**config.mk**
```make
export PLATFORM = sky130hd
export DESIGN_NAME = div_unit_flat
export DESIGN_NICKNAME = d
export VERILOG_FILES = /design/src/rtl/div_unit_if.sv /design/src/rtl/div_unit.sv /design/src/flat_wrapper.sv
export SDC_FILE = /design/constraint.sdc
export NUM_CORES = 1
export LEC_CHECK = 0
export CORE_MARGIN = 1
export CORE_UTILIZATION = 51
export DETAILED_ROUTE_END_ITERATION = 8
export PLACE_DENSITY = 0.77
export SLEW_MARGIN = 15
export SYNTH_ARGS = -nofsm -noshare
export SYNTH_HDL_FRONTEND = slang
export SYNTH_SLANG_ARGS = --single-unit
```
**constraint.sdc**
```tcl
create_clock -name clk -period 3 [get_ports clk]
set_clock_uncertainty 0.1 [all_clocks]
set_input_delay 0.45 -clock clk [delete_from_list [all_inputs] [get_ports clk]]
set_output_delay 0.45 -clock clk [all_outputs]
set_load 0.02 [all_outputs]
```
**src/rtl/div_unit_if.sv**
```systemverilog
// -----------------------------------------------------------------------------
// div_unit_if
// Handshake and data bundle between a requester and the signed divider.
//   Start   : request pulse from the requester (sampled only while idle)
//   A, B    : signed 32-bit dividend / divisor
//   HI, LO  : remainder / quotient registers (feed the register-file write mux)
//   Busy    : division in progress
//   Done    : one-cycle completion pulse
//   DivZero : one-cycle pulse when a request arrives with B == 0
// master = requester side, slave = divider side.
// -----------------------------------------------------------------------------
interface div_unit_if;
    logic        Start;
    logic [31:0] A;
    logic [31:0] B;
    logic [31:0] HI;
    logic [31:0] LO;
    logic        Busy;
    logic        Done;
    logic        DivZero;

    modport master (
        output Start, A, B,
        input  HI, LO, Busy, Done, DivZero
    );

    modport slave (
        input  Start, A, B,
        output HI, LO, Busy, Done, DivZero
    );
endinterface

```
**src/rtl/div_unit.sv**
```systemverilog
// -----------------------------------------------------------------------------
// div_unit
// Fixed-latency 32-bit signed divider. Magnitudes are divided with a restoring
// shift-subtract loop, one quotient bit per cycle; signs are applied at the end.
//   clk     : single clock, rising edge
//   reset_n : asynchronous active-low reset
//   bus     : div_unit_if.slave (Start, A, B in; HI, LO, Busy, Done, DivZero out)
// Timing: Start accepted at edge E0, iterations on E1..E32, result written to
// HI/LO at E33 with Done high for the following cycle.
// -----------------------------------------------------------------------------
module div_unit (
    input  logic        clk,
    input  logic        reset_n,
    div_unit_if.slave   bus
);

    typedef enum logic [1:0] {
        IDLE = 2'd0,
        CALC = 2'd1,
        FIX  = 2'd2
    } state_t;

    state_t      state_q;
    logic [31:0] quo_q;     // dividend bits shift out MSB-first, quotient bits shift in
    logic [31:0] div_q;     // |B|
    logic [31:0] rem_q;     // partial remainder, always < |B| between iterations
    logic [4:0]  cnt_q;
    logic        neg_rem_q; // sign(A)
    logic        neg_quo_q; // sign(A) xor sign(B)
    logic [31:0] hi_q;
    logic [31:0] lo_q;
    logic        busy_q;
    logic        done_q;
    logic        divzero_q;

    // Operand magnitudes at the request; 0x80000000 maps to itself, which is
    // the correct unsigned magnitude.
    logic [31:0] a_mag;
    logic [31:0] b_mag;
    assign a_mag = bus.A[31] ? (32'd0 - bus.A) : bus.A;
    assign b_mag = bus.B[31] ? (32'd0 - bus.B) : bus.B;

    // One restoring iteration on a 33-bit working remainder.
    logic [32:0] rem_shift;
    logic [32:0] rem_diff;
    logic        q_bit;
    logic [31:0] rem_d;
    logic [31:0] quo_d;

    // NOTE: every signal driven here gets a value on every path, so no latch
    // is inferred.
    always_comb begin
        rem_shift = {rem_q, quo_q[31]};
        rem_diff  = rem_shift - {1'b0, div_q};
        q_bit     = ~rem_diff[32];
        rem_d     = q_bit ? rem_diff[31:0] : rem_shift[31:0];
        quo_d     = {quo_q[30:0], q_bit};
    end

    // NOTE: sequential state uses non-blocking assignments only, so every
    // register samples pre-edge values regardless of statement order.
    always_ff @(posedge clk or negedge reset_n) begin
        if (!reset_n) begin
            state_q   <= IDLE;
            quo_q     <= '0;
            div_q     <= '0;
            rem_q     <= '0;
            cnt_q     <= '0;
            neg_rem_q <= 1'b0;
            neg_quo_q <= 1'b0;
            hi_q      <= '0;
            lo_q      <= '0;
            busy_q    <= 1'b0;
            done_q    <= 1'b0;
            divzero_q <= 1'b0;
        end else begin
            // Pulse outputs default low; set only on the edge that raises them.
            done_q    <= 1'b0;
            divzero_q <= 1'b0;

            unique case (state_q)
                IDLE: begin
                    if (bus.Start) begin
                        if (bus.B == 32'd0) begin
                            divzero_q <= 1'b1;
                        end else begin
                            quo_q     <= a_mag;
                            div_q     <= b_mag;
                            rem_q     <= '0;
                            cnt_q     <= 5'd31;
                            neg_rem_q <= bus.A[31];
                            neg_quo_q <= bus.A[31] ^ bus.B[31];
                            busy_q    <= 1'b1;
                            state_q   <= CALC;
                        end
                    end
                end

                CALC: begin
                    rem_q <= rem_d;
                    quo_q <= quo_d;
                    cnt_q <= cnt_q - 5'd1;
                    if (cnt_q == 5'd0) begin
                        state_q <= FIX;
                    end
                end

                FIX: begin
                    lo_q    <= neg_quo_q ? (32'd0 - quo_q) : quo_q;
                    hi_q    <= neg_rem_q ? (32'd0 - rem_q) : rem_q;
                    done_q  <= 1'b1;
                    busy_q  <= 1'b0;
                    state_q <= IDLE;
                end

                default: begin
                    busy_q  <= 1'b0;
                    state_q <= IDLE;
                end
            endcase
        end
    end

    assign bus.HI      = hi_q;
    assign bus.LO      = lo_q;
    assign bus.Busy    = busy_q;
    assign bus.Done    = done_q;
    assign bus.DivZero = divzero_q;

endmodule

```
**src/flat_wrapper.sv**
```systemverilog
// flat-port wrapper written by rule: the top's interface ports become plain ports
module div_unit_flat 
  (clk, reset_n, bus_Start, bus_A, bus_B, bus_HI, bus_LO, bus_Busy, bus_Done, bus_DivZero);
  div_unit_if bus_i ();
  input  logic clk;
  input  logic reset_n;
  input wire logic [$bits(bus_i.Start)-1:0] bus_Start;
  input wire logic [$bits(bus_i.A)-1:0] bus_A;
  input wire logic [$bits(bus_i.B)-1:0] bus_B;
  output wire logic [$bits(bus_i.HI)-1:0] bus_HI;
  output wire logic [$bits(bus_i.LO)-1:0] bus_LO;
  output wire logic [$bits(bus_i.Busy)-1:0] bus_Busy;
  output wire logic [$bits(bus_i.Done)-1:0] bus_Done;
  output wire logic [$bits(bus_i.DivZero)-1:0] bus_DivZero;
  assign bus_i.Start = bus_Start;
  assign bus_i.A = bus_A;
  assign bus_i.B = bus_B;
  assign bus_HI = bus_i.HI;
  assign bus_LO = bus_i.LO;
  assign bus_Busy = bus_i.Busy;
  assign bus_Done = bus_i.Done;
  assign bus_DivZero = bus_i.DivZero;
  div_unit u_core (.clk(clk), .reset_n(reset_n), .bus(bus_i));
endmodule
```
==> flow_metrics.tcl <==
set metrics [dict create \
    grtUsageMet3_pct 4.752 \
    crit_path_max_fanout 7 \
    crit_slowest_cell "dfrtp_2" \
    synth_cell_types 60 \
    period_share_pct 107.6 \
    grt.busiest_layer "met2" \
    worstMarginPinSlew_ps 1150 \
    path_cells "ha_4 -> fa_2 -> nor2b_4 -> o2111ai_4 -> a21oi_2 -> o21ai_2 -> nor4_4 -> a311oi_2 -> xnor2_2 -> bufbuf_16 -> mux2i_1 -> o21ai_1" \
    required_ps 3200 \
    grt_pass1_vias 9978 \
    worst-r2r-cell-count 12 \
    dieHeight_um 147.1 \
    finalInstanceArea_um2 15160 \
    wl_per_cell_um 18.30 \
    met1_usage_pct 39.61 \
    drcViolationCount 0 \
    cts_tree "built" \
    hold_viol 0 \
    p_leak_nw 6.680 \
    diodes 0 \
    seqCellArea_um2 4309 \
    layout-drive-gt1-share_pct 21.69 \
    antenna_found_initial 0 \
    synth_cells 1194 \
    cts_buffers 17 \
    drt-vias-per-instance 5.908 \
    slowest_delay_ps 450 \
    cts_max_level 4 \
    synth.area.top_cells "dfrtp_1 40%, xor2_1 9.0%, o21ai_0 8.9%" \
    dpl.hpwl_um 21060 \
    critPathLaunchType "register" \
    setup_ws_ps -228.9 \
    grt_pass1_wl_um 50460 \
    avgSynthCellArea_um2 8.987 \
    ys_async_sr_fraction_pct 100.0 \
    areaGrowthSynthToFinish_pct 41.28 \
    cts.sinks 172 \
    hold_path_depth 5 \
    synthesis.area_um2 10730 \
    rsz0062_at_grt "yes" \
    clk_pin_slew_worst_paths_ps 70 \
    grt_overflow_total 0 \
    grtUsageMet2_pct 48.16 \
    grt_util_all_layers_pct 29.49 \
    placementRows 52 \
    vias 10480 \
    min_period_ps 3229 \
    end_kind "register" \
    dpl-instance-area_um2 13540 \
    fill_cells 1410 \
    yosys_warnings 0 \
    slew_headroom_pct 23.33 \
    die_x_um 147.1 \
    synth.ff_latch_count 172 \
    critPathArrivalTime_ps 3430 \
    wl_um 32440 \
    fin_setup_tns_ps -3879 \
    fin_nets 1597 \
    synth_edf_count 0 \
    status "finished, violations left" \
    p_per_area_nw_per_um2 1149 \
    io_pins 134 \
    dp.cells 1698 \
    io_buffers 133 \
    whs_ps 317.0 \
    synth_fp_nets 1300 \
    dp_slack_ps -666.1 \
    ant_nets 0 \
    synth_top_area_share_pct 40.11 \
    cts_root_buf "clkbuf_16" \
    drv_slew 0 \
    start_util_pct 52.52 \
    multi_input_area_um2 6471 \
    setup_violations 37 \
    core-area_um2 20430 \
    drv_cap 0 \
    drtPass1Iterations 7 \
    worst-r2r-setup-slack_ps -230 \
    dieArea_um2 21620 \
    hold_class "input port to register" \
    clock.fmax_mhz 309.7 \
    ys.flop_type "dfrtp_1" \
    grt_max_degree 98 \
    finalWeightedCongestion 0.9837 \
    drt_iter0_drc 846 \
    ir_worst_vdd_mv 0.5796 \
    yosys.area.top_type "dfrtp_1" \
    synth_seq_area_share_pct 40.11 \
    clock_latency_ps 440 \
    stdcell_count 1773 \
    violations "setup timing" \
    cts_buffer_depth 2 \
    path_class "register to register" \
]
==> synthesized netlist by cell type, types with 18 or more instances <==
cell        n
a21oi_1    31
a221o_1    18
a22oi_1    18
clkbuf_1   42
dfrtp_1   172
ha_1       38
inv_1      49
mux2i_1    26
nand2_1   182
nor2_1     38
o21ai_0   190
o31ai_1    37
o41ai_1    18
xnor2_1    43
xor2_1    110
==> final cells by class <==
class                           count  area share, %
Clock buffer                       20          3.013
Clock inverter                     11         0.7428
Timing Repair Buffer              335          21.67
Sequential cell                   172          28.43
Tap cell                          270          2.228
Inverter                           49          1.230
Multi-Input combinational cell    916          42.69
==> routing by layer <==
metal	up-vias	wire length, um
met5	-	0
met4	0	770
met3	71	2320
met2	500	15570
met1	5034	13780
li1	4870	-
==> sequential cells by signal, summed over array words and instances, names as in the netlist <==
register            count
u_core.rem_q           32
u_core.bus.LO          32
u_core.state_q          2
u_core.neg_rem_q        1
u_core.bus.Done         1
u_core.bus.HI          32
u_core.cnt_q            5
u_core.bus.Busy         1
u_core.quo_q           32
u_core.bus.DivZero      1
u_core.div_q           32
u_core.neg_quo_q        1
==> worst max-delay path, delay by kind of cell, from the launching register on <==
| kind | cells | cell delay, ps |
|---|---|---|
| xor+xnor | 1 | 370 |
| simple gates | 2 | 370 |
| buf+inv | 1 | 340 |
| flops | 1 | 450 |
| fa+ha+maj | 2 | 540 |
| compound gates | 5 | 680 |
| mux | 1 | 220 |
==> layout by cell type, fill, tap and decap left out, types with 26 or more instances in the layout <==
master	instances
nor2_1	32
xor2_1	109
clkdlybuf4s50_1	124
a21oi_1	27
buf_4	166
nand2_1	179
inv_1	46
o21ai_1	40
o31ai_1	26
o21ai_0	148
xnor2_1	41
dfrtp_1	168
ha_1	36
==> repair_timing <==
item | CTS | global route
hold buffers | 1 | 0
setup buffers | 30 | 4
gates resized for setup | 74 | 66
cloned | 12 | 2
endpoints found under the hold margin | 30 | 0
pin swaps | 28 | 33
setup endpoints to repair | 89 | 116
==> kinds of logic after synthesis <==
group | count (synthesis) | synth area share [%]
adders and majority gates | 39 | 4.618
muxes | 26 | 2.425
AOI/OAI and AO/OA | 367 | 21.79
DFF | 172 | 40.11
and+or+nand+nor | 331 | 14.70
xor gates and xnor gates | 153 | 12.49
buffers and inverters | 106 | 3.860
==> worst paths after layout <==
kind | from | endpoint
worst max-delay path | u_core.div_q[0]$_DFFE_PN0P_ | u_core.rem_q[13]$_DFFE_PN0P_
worst min-delay path | bus_B[5] | u_core.div_q[5]$_DFFE_PN0P_
worst max register to register | u_core.div_q[0]$_DFFE_PN0P_ | u_core.rem_q[13]$_DFFE_PN0P_
worst min register to register | u_core.bus.LO[19]$_DFFE_PN0P_ | u_core.bus.LO[19]$_DFFE_PN0P_
max in group asynchronous | reset_n | u_core.rem_q[18]$_DFFE_PN0P_
min in group asynchronous | reset_n | u_core.div_q[7]$_DFFE_PN0P_
==> power by group <==
part | total, mW | leakage, nW | switching (mW) | internal [mW]
Combinational | 11.1 | 4.20 | 5.71 | 5.43
Sequential | 4.11 | 2.22 | 0.916 | 3.20
Clock | 2.16 | 0.259 | 0.972 | 1.19
==> stage by stage <==
stage / power, mW / utilization [%]
after detailed placement: 13.39 / 66.27
after global routing: 18.45 / 74.20
final: 17.42 / 74.20
after global placement: 13.06 / 66.27
after CTS: 16.71 / 72.91
after floorplan: 10.16 / -
Power figures use the tool's default switching activity.
